$ cat src/rtl/eth_pkt_gen_512.sv
// Synthetic Ethernet frame source for the 100G MAC TX AXI-Stream port; first beat appears one cycle after i_start.
// Beats hold stable while tready is low. Optional macro PKT_GEN_TIMESTAMP_EN puts a cycle-count stamp in bytes 18-21.
module eth_pkt_gen_512 #(
  parameter logic [47:0] P_DST_MAC  = 48'hFFFF_FFFF_FFFF,
  parameter logic [47:0] P_SRC_MAC  = 48'h0000_0A35_0001,
  parameter logic [15:0] P_ETH_TYPE = 16'h88B5,
  parameter int unsigned P_MIN_LEN  = 60,
  parameter int unsigned P_MAX_LEN  = 9600
) (
  input  logic         i_clk,
  input  logic         i_rst,
  input  logic         i_start,
  input  logic         i_stop,
  input  logic [15:0]  i_pkt_len,
  input  logic [31:0]  i_pkt_num,
  input  logic [7:0]   i_gap,
  output logic [511:0] o_axis_tdata,
  output logic [63:0]  o_axis_tkeep,
  output logic         o_axis_tvalid,
  output logic         o_axis_tlast,
  input  logic         i_axis_tready,
  output logic         o_busy,
  output logic [31:0]  o_tx_cnt
);

  typedef enum logic [1:0] {S_IDLE, S_DATA, S_GAP} state_t;

  localparam logic [15:0] MIN_L = 16'(P_MIN_LEN);
  localparam logic [15:0] MAX_L = 16'(P_MAX_LEN);

  state_t      state_q, state_d;
  logic [15:0] len_q, len_d;
  logic [9:0]  last_beat_q, last_beat_d;
  logic [9:0]  beat_q, beat_d;
  logic [31:0] num_q, num_d;
  logic [7:0]  gap_q, gap_d;
  logic [7:0]  gap_cnt_q, gap_cnt_d;
  logic [31:0] seq_q, seq_d;
  logic [31:0] tx_cnt_q, tx_cnt_d;
  logic        stop_q, stop_d;

  logic [15:0] len_clamped;
  logic        hs, eof, count_done;

  assign len_clamped = (i_pkt_len < MIN_L) ? MIN_L :
                       (i_pkt_len > MAX_L) ? MAX_L : i_pkt_len;

  assign o_axis_tvalid = (state_q == S_DATA);
  assign o_axis_tlast  = o_axis_tvalid & (beat_q == last_beat_q);
  assign o_busy        = (state_q != S_IDLE);
  assign o_tx_cnt      = tx_cnt_q;

  assign hs         = o_axis_tvalid & i_axis_tready;
  assign eof        = hs & o_axis_tlast;
  assign count_done = (num_q != 32'd0) && ((tx_cnt_q + 32'd1) == num_q);

  always_comb begin
    state_d     = state_q;
    len_d       = len_q;
    last_beat_d = last_beat_q;
    beat_d      = beat_q;
    num_d       = num_q;
    gap_d       = gap_q;
    gap_cnt_d   = gap_cnt_q;
    seq_d       = seq_q;
    tx_cnt_d    = tx_cnt_q;
    stop_d      = stop_q;
    case (state_q)
      S_IDLE: begin
        if (i_start) begin
          state_d     = S_DATA;
          len_d       = len_clamped;
          last_beat_d = 10'((len_clamped - 16'd1) >> 6);
          num_d       = i_pkt_num;
          gap_d       = i_gap;
          beat_d      = '0;
          seq_d       = '0;
          tx_cnt_d    = '0;
          stop_d      = 1'b0;
        end
      end
      S_DATA: begin
        if (i_stop) stop_d = 1'b1;
        if (hs) beat_d = beat_q + 10'd1;
        if (eof) begin
          beat_d = '0;
          seq_d  = seq_q + 32'd1;
          if (tx_cnt_q != '1) tx_cnt_d = tx_cnt_q + 32'd1;
          // A stop arriving together with the final handshake still wins.
          if (stop_q || i_stop || count_done) begin
            state_d = S_IDLE;
            stop_d  = 1'b0;
          end else if (gap_q != 8'd0) begin
            state_d   = S_GAP;
            gap_cnt_d = gap_q;
          end
        end
      end
      S_GAP: begin
        if (i_stop || stop_q) begin
          state_d = S_IDLE;
          stop_d  = 1'b0;
        end else if (gap_cnt_q == 8'd1) begin
          state_d = S_DATA;
        end else begin
          gap_cnt_d = gap_cnt_q - 8'd1;
        end
      end
      default: state_d = S_IDLE;
    endcase
  end

  always_ff @(posedge i_clk or posedge i_rst) begin
    if (i_rst) begin
      state_q     <= S_IDLE;
      len_q       <= '0;
      last_beat_q <= '0;
      beat_q      <= '0;
      num_q       <= '0;
      gap_q       <= '0;
      gap_cnt_q   <= '0;
      seq_q       <= '0;
      tx_cnt_q    <= '0;
      stop_q      <= 1'b0;
    end else begin
      state_q     <= state_d;
      len_q       <= len_d;
      last_beat_q <= last_beat_d;
      beat_q      <= beat_d;
      num_q       <= num_d;
      gap_q       <= gap_d;
      gap_cnt_q   <= gap_cnt_d;
      seq_q       <= seq_d;
      tx_cnt_q    <= tx_cnt_d;
      stop_q      <= stop_d;
    end
  end

`ifdef PKT_GEN_TIMESTAMP_EN
  localparam int HDR_BYTES = 22;
  logic [31:0] ts_cnt_q, ts_q;
  logic [HDR_BYTES*8-1:0] hdr;

  // Stamp holds the counter value seen on the cycle the first beat is first presented.
  always_ff @(posedge i_clk or posedge i_rst) begin
    if (i_rst) begin
      ts_cnt_q <= '0;
      ts_q     <= '0;
    end else begin
      ts_cnt_q <= ts_cnt_q + 32'd1;
      if (state_d == S_DATA && (state_q != S_DATA || eof)) ts_q <= ts_cnt_q + 32'd1;
    end
  end
  assign hdr = {P_DST_MAC, P_SRC_MAC, P_ETH_TYPE, seq_q, ts_q};
`else
  localparam int HDR_BYTES = 18;
  logic [HDR_BYTES*8-1:0] hdr;
  assign hdr = {P_DST_MAC, P_SRC_MAC, P_ETH_TYPE, seq_q};
`endif

  // Header bytes only ever fall in beat 0, so each lane picks from a fixed header slice.
  for (genvar g = 0; g < 64; g++) begin : g_byte
    logic [15:0] b;
    logic [7:0]  v;
    assign b = {beat_q, 6'(g)};
    if (g < HDR_BYTES) begin : g_hdr
      assign v = (beat_q == 10'd0) ? hdr[8*(HDR_BYTES-1-g) +: 8] : b[7:0];
    end else begin : g_pat
      assign v = b[7:0];
    end
    assign o_axis_tkeep[g]        = o_axis_tvalid & (b < len_q);
    assign o_axis_tdata[8*g +: 8] = o_axis_tkeep[g] ? v : 8'h00;
  end

endmodule

$ cat config.mk
export PLATFORM = sky130hd
export DESIGN_NAME = eth_pkt_gen_512
export DESIGN_NICKNAME = d
export VERILOG_FILES = /design/src/rtl/eth_pkt_gen_512.sv
export SDC_FILE = /design/constraint.sdc
export NUM_CORES = 1
export LEC_CHECK = 0
export CORE_AREA = 2 2 262 264
export CTS_BUF_LIST = sky130_fd_sc_hd__clkbuf_8
export DETAILED_ROUTE_END_ITERATION = 6
export DIE_AREA = 0 0 264 266
export PLACE_DENSITY = 0.47
export RECOVER_POWER = 50
export SYNTH_ARGS = -nofsm -noshare
export SYNTH_HDL_FRONTEND = slang
export SYNTH_SLANG_ARGS = --single-unit
$ cat constraint.sdc
create_clock -name i_clk -period 10.1 [get_ports i_clk]
set_input_delay 2.525 -clock i_clk [delete_from_list [all_inputs] [get_ports i_clk]]
set_output_delay 2.525 -clock i_clk [all_outputs]
set_load 0.02 [all_outputs]
==> impl_metrics.env, run 1 <==
export IMPL_outcome="finished with violations"
export IMPL_violations="capacitance limit, slew limit"
export IMPL_synth_edff_count=0
export IMPL_synth_area_um2=13400
export IMPL_postSynthCellCount=1786
export IMPL_cp_required_ps=7580
export IMPL_viasPerCell=4.52
export IMPL_fin_setup_tns_ps=0
export IMPL_crit_type="reg2out"
export IMPL_dp_worst_setup_slack_ps=2860
export IMPL_grt_util_all_layers_pct=17.5
export IMPL_postRouteAntennaNets=0
export IMPL_die_h_um=266
export IMPL_dp_cells=2919
export IMPL_ys_top_cells_by_area="dfrtp_1, buf_4, nand2_1, a21oi_1, nor2_1"
export IMPL_clock_latency_ps=560
export IMPL_ys_seq_elements=151
export IMPL_final_cell_count_no_fill=2953
export IMPL_drt_iter0_drc=921
export IMPL_cts_tree="built"
export IMPL_vias=13345
export IMPL_reg2regPathDepth=8
export IMPL_io_buffers=528
export IMPL_slew_violations=363
export IMPL_path_max_fanout=22
export IMPL_drt_total_wl_um=63900
export IMPL_num_io_pins=672
export IMPL_maxSlewHeadroom_pct=-193
export IMPL_antenna_found_initial=3
export IMPL_layout_drive_gt1_share_pct=4.11
export IMPL_cts_buffers=17
export IMPL_holdPathStages=2
export IMPL_max_vdd_ir_drop_mv=0.203
export IMPL_clock_path_buffers=2
export IMPL_min_period_over_period_pct=82.5
export IMPL_layout_cells_most_common="clkdlybuf4s50_1"
export IMPL_finalPower_uw=5690
export IMPL_end_kind="output pin"
export IMPL_ys_warn_count=0
export IMPL_grt_overflow_total=0
export IMPL_arrival_ps=5810
export IMPL_setup_viol_count_final=0
export IMPL_fillers=7398
export IMPL_synth_largest_area_cell="dfrtp_1"
export IMPL_grt_pass1_vias=12447
export IMPL_post_cts_resized=0
export IMPL_post_route_drc_count=0
export IMPL_synth_xor_area_share_pct=5.09
export IMPL_yosysTopAreaCellShare_pct=28.2
export IMPL_initial_core_util_pct=19.8
export IMPL_powerDensity_nw_per_um2=316
export IMPL_ys_seq_area_share_pct=28.2
export IMPL_die_area_um2=70200
export IMPL_syn_area_per_cell_um2=7.51
export IMPL_layout_common_cells="clkdlybuf4s50_1, nand2_1, dfrtp_1, nor2_1, a21oi_1"
export IMPL_htree_levels=4
export IMPL_layout_nets=2134
export IMPL_clock_sinks=151
export IMPL_num_rows=96
export IMPL_grt_max_degree=90
export IMPL_yosys_most_used_dff="dfrtp_1"
export IMPL_clk_pin_slew_ps=80
export IMPL_grt_pass1_wl_um=89700
export IMPL_min_period_ps=8340
export IMPL_fmax_mhz=120
export IMPL_synthSimpleGateAreaFrac_pct=25.3
export IMPL_cap_viol_max_count=7
export IMPL_start_kind="flip-flop"
export IMPL_cts_setup_buffers=0
export IMPL_die_w_um=264
export IMPL_place_congestion=0.901
export IMPL_fin_ws_ps=1760
export IMPL_fin_util_pct=26.6
export IMPL_cts_root_buf="clkbuf_8"
export IMPL_skew_ps=14.7
export IMPL_first_pass_iters=5
export IMPL_synth_cell_types=71
export IMPL_total_leakage_power_uw=0.00747
export IMPL_worstMarginPinSlew_ps=4370
export IMPL_synth_top_family_by_area="simple AND/OR/NAND/NOR gates"
export IMPL_rsz0062_at_grt="no"
export IMPL_post_synth_fa_ha_maj_area_fraction_pct=1.58
export IMPL_core_um2=67700
export IMPL_hold_path_class="reg2reg"
export IMPL_hpwl_um=51000
export IMPL_routedWlPerCell_um=21.7
export IMPL_synth_compound_area_share_pct=15.6
export IMPL_muxShareOfSynthArea_pct=0.224
export IMPL_hold_buffers=0
export IMPL_hold_violations=0
export IMPL_synthToLayoutAreaGrowth_pct=34.1
export IMPL_async_reset_ff_share_pct=100
-- critical path, stage by stage (launching register included) --
cell             delay, ps
dfrtp_1                470
ha_1                   320
a21o_1                 160
a21o_1                 160
a21o_1                 170
a21o_1                 200
a221o_1                340
a21o_1                 400
inv_1                  690
o21ai_2                420
a21oi_1               1090
clkdlybuf4s50_1        820
-- state kept, by name, summed over array words and instances, names as in the netlist --
signal,count
beat_q,10
gap_cnt_q,8
gap_q,8
last_beat_q,10
len_q,16
num_q,32
o_tx_cnt,32
seq_q,32
state_q,2
stop_q,1
-- path summary, 6_finish.rpt --
| check | startpoint | to | slack, ps |
|---|---|---|---|
| setup / recovery | beat_q[3] | o_axis_tkeep[61] | 1760 |
| hold / removal | len_q[15] | len_q[15] | 510 |
| setup reg to reg | state_q[0] | seq_q[10] | 4170 |
| hold reg to reg | len_q[15] | len_q[15] | 510 |
| max in group asynchronous | i_rst | seq_q[16] | 4100 |
| min in group asynchronous | i_rst | o_tx_cnt[25] | 3760 |
-- cell families (layout without fill, tap and decap cells) --
logic type,after synthesis,after routing
buf+inv,505,646
fa+ha+maj,17,17
xor+xnor,78,78
compound gates,337,337
simple gates,694,694
flops,151,151
mux,3,3
other cells,1,145
-- per-stage QoR --
stage | hold slack (ps) | instance area [µm²]
after floorplan | 450 | 14000
after global placement | 472 | 17600
after detailed placement | 476 | 17600
after CTS | 507 | 18000
final | 507 | 18000
after global routing | 552 | 18000
-- cells in the mapped netlist, types with 3 or more instances --
library cell	number
buf_1	6
nand2_1	232
a21boi_0	3
or4_1	14
xor2_1	42
o22ai_1	3
clkbuf_1	85
mux2i_1	3
a31oi_1	6
a41oi_1	3
o21ai_1	5
and2_1	5
nor3_1	46
and3_1	46
o32a_1	3
or2_2	10
nor2b_1	12
nand3b_1	3
o21ai_0	56
o31ai_1	19
nor4_1	34
o211ai_1	8
dfrtp_1	151
and4_1	12
nor2_1	146
a21o_1	16
xnor2_1	36
inv_1	49
or3_1	22
o21a_1	4
a21oi_1	144
nor4b_1	14
o31a_1	3
a22o_1	29
a2111oi_0	3
a22oi_1	5
buf_4	346
a211oi_1	7
ha_1	17
nand4_1	36
buf_2	15
nand2b_1	11
nand3_1	43
-- per-layer routing --
| layer | share of wire [%] | track usage [%] | up-vias |
|---|---|---|---|
| met5 | 0 | 0 | - |
| met2 | 46 | 27.8 | 537 |
| li1 | - | - | 6180 |
| met3 | 7.3 | 5.44 | 35 |
| met4 | 1.3 | 3.82 | 0 |
| met1 | 45 | 23.3 | 6593 |
-- area by class of cell --
type / instances / area [µm²] / area share (%)
Multi-Input combinational cell: 1272 / 7000 / 38.9
Timing Repair Buffer: 562 / 5520 / 30.7
Sequential cell: 151 / 3780 / 21.0
Tap cell: 882 / 1100 / 6.13
Clock buffer: 20 / 275 / 1.53
Inverter: 52 / 196 / 1.09
Clock inverter: 12 / 125 / 0.695
Antenna cell: 2 / 5.00 / 0.0278
-- report_power, final --
part	switching, µW	total, µW	internal [µW]	leakage, µW
sequential	203	956	753	0.00195
combinational	2530	4230	1710	0.00532
clock	263	500	237	0.000201
(Power assumes the default switching activity.)
==> inputs of run 2 (changes only) <==
- CORE_AREA: 2 2 262 264 -> 2 2 264 266
- DIE_AREA: 0 0 264 266 -> 0 0 266 268
- PLACE_DENSITY: 0.47 -> 0.48
- clock period: 10.1 -> 6.9 ns (I/O delays scaled with it)
==> impl_metrics.env, run 2 (same netlist as run 1, synthesis figures left out) <==
export IMPL_cts_tree="built"
export IMPL_htree_levels=4
export IMPL_fin_area_um2=18000
export IMPL_min_from="len_q[15]"
export IMPL_antenna_found_initial=6
export IMPL_hpwl_um=51400
export IMPL_routedWlPerCell_um=21.9
export IMPL_end_kind="output pin"
export IMPL_place_congestion=0.857
export IMPL_num_io_pins=672
export IMPL_rr_startpoint="state_q[0]"
export IMPL_min_period_over_period_pct=94.9
export IMPL_drt_total_wl_um=64800
export IMPL_cp_cell_sequence="ha_1, a21o_1, a21o_1, a21o_1, a21o_1, a221o_1, a21o_1, inv_2, nor2_4, inv_1, and3_1, clkdlybuf4s50_1"
export IMPL_path_max_fanout=34
export IMPL_reg2regPathDepth=8
export IMPL_start_kind="flip-flop"
export IMPL_fillers=7485
export IMPL_postRouteAntennaNets=0
export IMPL_worstMarginPinSlew_ps=3520
export IMPL_layout_nets=2137
export IMPL_finalPower_uw=8380
export IMPL_grt_max_degree=76
export IMPL_outcome="finished with violations"
export IMPL_rsz0062_at_grt="no"
export IMPL_holdPathStages=2
export IMPL_fin_ws_ps=352
export IMPL_cap_viol_max_count=7
export IMPL_viasPerCell=4.53
export IMPL_slew_violations=352
export IMPL_cp_num_buf_inv=3
export IMPL_post_route_drc_count=0
export IMPL_r2r_setup_slack_ps=1220
export IMPL_grt_overflow_total=0
export IMPL_fin_setup_tns_ps=0
export IMPL_crit_path_top_delay_cell="nor2_4"
export IMPL_first_pass_iters=5
export IMPL_grt_pass1_wl_um=90200
export IMPL_fmax_mhz=153
export IMPL_core_um2=68200
export IMPL_num_rows=96
export IMPL_die_w_um=266
export IMPL_clock_sinks=151
export IMPL_total_leakage_power_uw=0.00747
export IMPL_layout_common_cells="clkdlybuf4s50_1, nand2_1, dfrtp_1, nor2_1, a21oi_1"
export IMPL_cts_root_buf="clkbuf_8"
export IMPL_cts_buffers=17
export IMPL_dpl_instance_area_um2=17700
export IMPL_grt_util_all_layers_pct=17.4
export IMPL_drt_iter0_drc=819
export IMPL_cp_depth=12
export IMPL_max_vdd_ir_drop_mv=0.297
export IMPL_vias=13399
export IMPL_grt_pass1_vias=12510
export IMPL_violations="capacitance limit, slew limit"
export IMPL_min_period_ps=6550
export IMPL_layout_cells_most_common="clkdlybuf4s50_1"
export IMPL_skew_ps=15.9
export IMPL_die_h_um=268
export IMPL_io_buffers=528
export IMPL_cts_setup_buffers=0
export IMPL_maxSlewHeadroom_pct=-136
export IMPL_cp_required_ps=5180
export IMPL_hold_path_class="reg2reg"
export IMPL_clock_latency_ps=550
export IMPL_layout_drive_gt1_share_pct=4.25
export IMPL_whs_endpoint="len_q[15]"
export IMPL_hold_buffers=0
export IMPL_r2r_end="beat_q[6]"
export IMPL_powerDensity_nw_per_um2=465
export IMPL_multi_input_area_um2=7010
export IMPL_die_area_um2=71300
export IMPL_regArea_um2=3780
export IMPL_crit_type="reg2out"
export IMPL_hold_violations=0
export IMPL_arrival_ps=4820
export IMPL_post_cts_resized=0
export IMPL_synthToLayoutAreaGrowth_pct=34.2
export IMPL_clock_path_buffers=2
export IMPL_initial_core_util_pct=19.7
export IMPL_cpMostUsedCell="a21o_1"
export IMPL_setup_viol_count_final=0
export IMPL_clk_pin_slew_ps=80
export IMPL_slowest_delay_ps=650
export IMPL_dp_worst_setup_slack_ps=976
export IMPL_cp_top_family="buffers and inverters"
[run 2: cell types whose count changed in the layout (fill, tap and decap cells not counted), moves of 2 or more]
cell      before  now
clkbuf_8      20   18
diode_2        2    5
clkinv_4       1    3
clkinv_2       5    3
[run 2: how the worst max path moves through the flow]
stage / from / slack, ps / endpoint
2_1_floorplan: i_rst / 1110 / beat_q[0]
3_3_place_gp: beat_q[3] / 1060 / o_axis_tkeep[54]
3_5_place_dp: beat_q[3] / 980 / o_axis_tkeep[54]
4_1_cts: beat_q[3] / 330 / o_axis_tdata[1]
5_1_grt: beat_q[3] / 30 / o_axis_tdata[214]
6_report: beat_q[3] / 350 / o_axis_tdata[238]
[run 2: cell type report]
type / instances / share of cell area, %
Antenna cell: 5 / 0.0695
Clock buffer: 18 / 1.38
Clock inverter: 14 / 0.702
Inverter: 52 / 1.09
Multi-Input combinational cell: 1272 / 38.9
Sequential cell: 151 / 21.0
Tap cell: 882 / 6.13
Timing Repair Buffer: 565 / 30.7
[run 2: metrics by stage]
| step | utilization [%] | hold WS (ps) | instances |
|---|---|---|---|
| 2_1_floorplan | - | 450 | 1928 |
| 3_3_place_gp | 25.9 | 476 | 2922 |
| 3_5_place_dp | 25.9 | 484 | 2922 |
| 4_1_cts | 26.5 | 506 | 2954 |
| 5_1_grt | 26.4 | 521 | 2957 |
| 6_report | 26.4 | 501 | 2959 |
[run 2: worst register-to-register path: cells and delay by family (launching register included)]
family / cells / cell delay (ps)
xor+xnor: 1 / 200
buf+inv: 2 / 2830
flops: 1 / 350
simple gates: 5 / 2180
[run 2: per-layer routing]
layer	global-route usage, %	share of wire, %
met1	23.9	46
met2	26.5	45
met3	5.18	7.4
met4	4.40	1.6
met5	0	0.020
[run 2: report_power, final]
group	total (µW)	internal (µW)	leakage, µW	switching, µW
Combinational	6260	2520	0.00533	3740
Clock	703	296	0.000189	408
Sequential	1420	1100	0.00195	314
==> inputs of run 3 (changes only) <==
- PLACE_DENSITY: 0.48 -> 0.57
==> impl_metrics.env, run 3 (same netlist as run 1, synthesis figures left out) <==
export IMPL_num_rows=96
export IMPL_grt_pass1_wl_um=88900
export IMPL_start_kind="flip-flop"
export IMPL_powerDensity_nw_per_um2=466
export IMPL_die_w_um=266
export IMPL_violations="capacitance limit, slew limit"
export IMPL_rsz0062_at_grt="no"
export IMPL_cts_buffers=17
export IMPL_hold_buffers=0
export IMPL_clock_sinks=151
export IMPL_r2r_setup_slack_ps=1770
export IMPL_core_um2=68200
export IMPL_grt_max_degree=152
export IMPL_clock_path_buffers=2
export IMPL_die_area_um2=71300
export IMPL_total_leakage_power_uw=0.00752
export IMPL_fin_setup_tns_ps=0
export IMPL_maxSlewHeadroom_pct=-164
export IMPL_drt_iter0_drc=770
export IMPL_min_period_over_period_pct=93.4
export IMPL_cp_num_buf_inv=2
export IMPL_post_cts_resized=0
export IMPL_slew_violations=303
export IMPL_fmax_mhz=155
export IMPL_drt_total_wl_um=64100
export IMPL_antenna_found_initial=9
export IMPL_grt_overflow_total=0
export IMPL_cp_cell_sequence="ha_1, a21o_1, a21o_1, a21o_1, a21o_1, a221o_1, a21o_1, inv_2, nor2_4, a21oi_1, clkdlybuf4s50_1"
export IMPL_crit_type="reg2out"
export IMPL_skew_ps=16.6
export IMPL_setup_viol_count_final=0
export IMPL_layout_cells_most_common="clkdlybuf4s50_1"
export IMPL_worstMarginPinSlew_ps=3960
export IMPL_hold_violations=0
export IMPL_post_route_drc_count=0
export IMPL_place_congestion=0.884
export IMPL_whs_ps=492
export IMPL_dp_cells=2930
export IMPL_max_vdd_ir_drop_mv=0.313
export IMPL_cts_tree="built"
export IMPL_outcome="finished with violations"
export IMPL_cp_required_ps=5180
export IMPL_cp_top_family="compound AO/OA/AOI/OAI gates"
export IMPL_die_h_um=268
export IMPL_layout_common_cells="clkdlybuf4s50_1, nand2_1, dfrtp_1, nor2_1, a21oi_1"
export IMPL_io_buffers=528
export IMPL_end_kind="output pin"
export IMPL_cap_viol_max_count=5
export IMPL_htree_levels=4
export IMPL_layout_drive_gt1_share_pct=4.95
export IMPL_initial_core_util_pct=19.7
export IMPL_postRouteAntennaNets=0
export IMPL_hpwl_um=51300
export IMPL_routedWlPerCell_um=21.6
export IMPL_crit_path_top_delay_cell="clkdlybuf4s50_1"
export IMPL_layout_nets=2145
export IMPL_grt_pass1_vias=12205
export IMPL_slowest_delay_ps=860
export IMPL_clk_pin_slew_ps=90
export IMPL_cts_setup_buffers=0
export IMPL_path_max_fanout=22
export IMPL_grt_util_all_layers_pct=17.2
export IMPL_cts_root_buf="clkbuf_8"
export IMPL_num_io_pins=672
export IMPL_first_pass_iters=5
export IMPL_clock_latency_ps=530
export IMPL_viasPerCell=4.45
export IMPL_vias=13224
export IMPL_hold_path_class="reg2reg"
export IMPL_min_period_ps=6440
export IMPL_arrival_ps=4720
export IMPL_final_cell_count_no_fill=2971
export IMPL_synthToLayoutAreaGrowth_pct=34.8
export IMPL_cpMostUsedCell="a21o_1"
[run 3: worst register-to-register path, cell delays in order, from the launching register on]
cell,delay (ps)
dfrtp_1,390
clkbuf_1,730
nor2_1,410
and2_0,1310
clkbuf_1,1730
nand2_1,300
o21ai_0,160
[run 3: area by class of cell]
class,count,area (µm²)
antenna,9,22.5
fill,7459,50100
tap,882,1100
clock buffer,17,234
clock inverter,15,170
sequential,151,3780
inverter,52,200
multi-input combinational,1272,7000
timing repair buffer,573,5590
[run 3: path summary, 6_finish.rpt]
check                                 from                to  cells past startpoint
worst min register to register   len_q[13]         len_q[13]                      2
worst min-delay path             len_q[13]         len_q[13]                      2
worst max-delay path             beat_q[3]  o_axis_tkeep[30]                     11
min in group asynchronous            i_rst    last_beat_q[7]                      3
max in group asynchronous            i_rst         seq_q[16]                      3
worst max register to register  state_q[0]         num_q[30]                      6
[run 3: layer usage]
layer	track usage [%]	vias to the layer above	routed length, µm
li1	-	6222	-
met1	23.8	6330	29700
met2	24.4	594	26700
met3	5.32	74	5230
met4	7.35	4	2380
met5	0	-	27
[run 3: through the flow]
stage	setup slack [ps]	cell area (µm²)	total power [µW]	utilization, %
after CTS	329	18100	8560	26.6
after detailed placement	973	17700	7780	26.0
after floorplan	1110	14000	5080	-
after global routing	118	18100	8930	26.5
after global placement	1020	17700	7780	26.0
final	458	18100	8420	26.5
[run 3: power breakdown]
part	total, µW	switching (µW)	internal (µW)
registers	1390	292	1100
clock network	731	402	328
logic	6300	3780	2520
total	8420	4470	3950
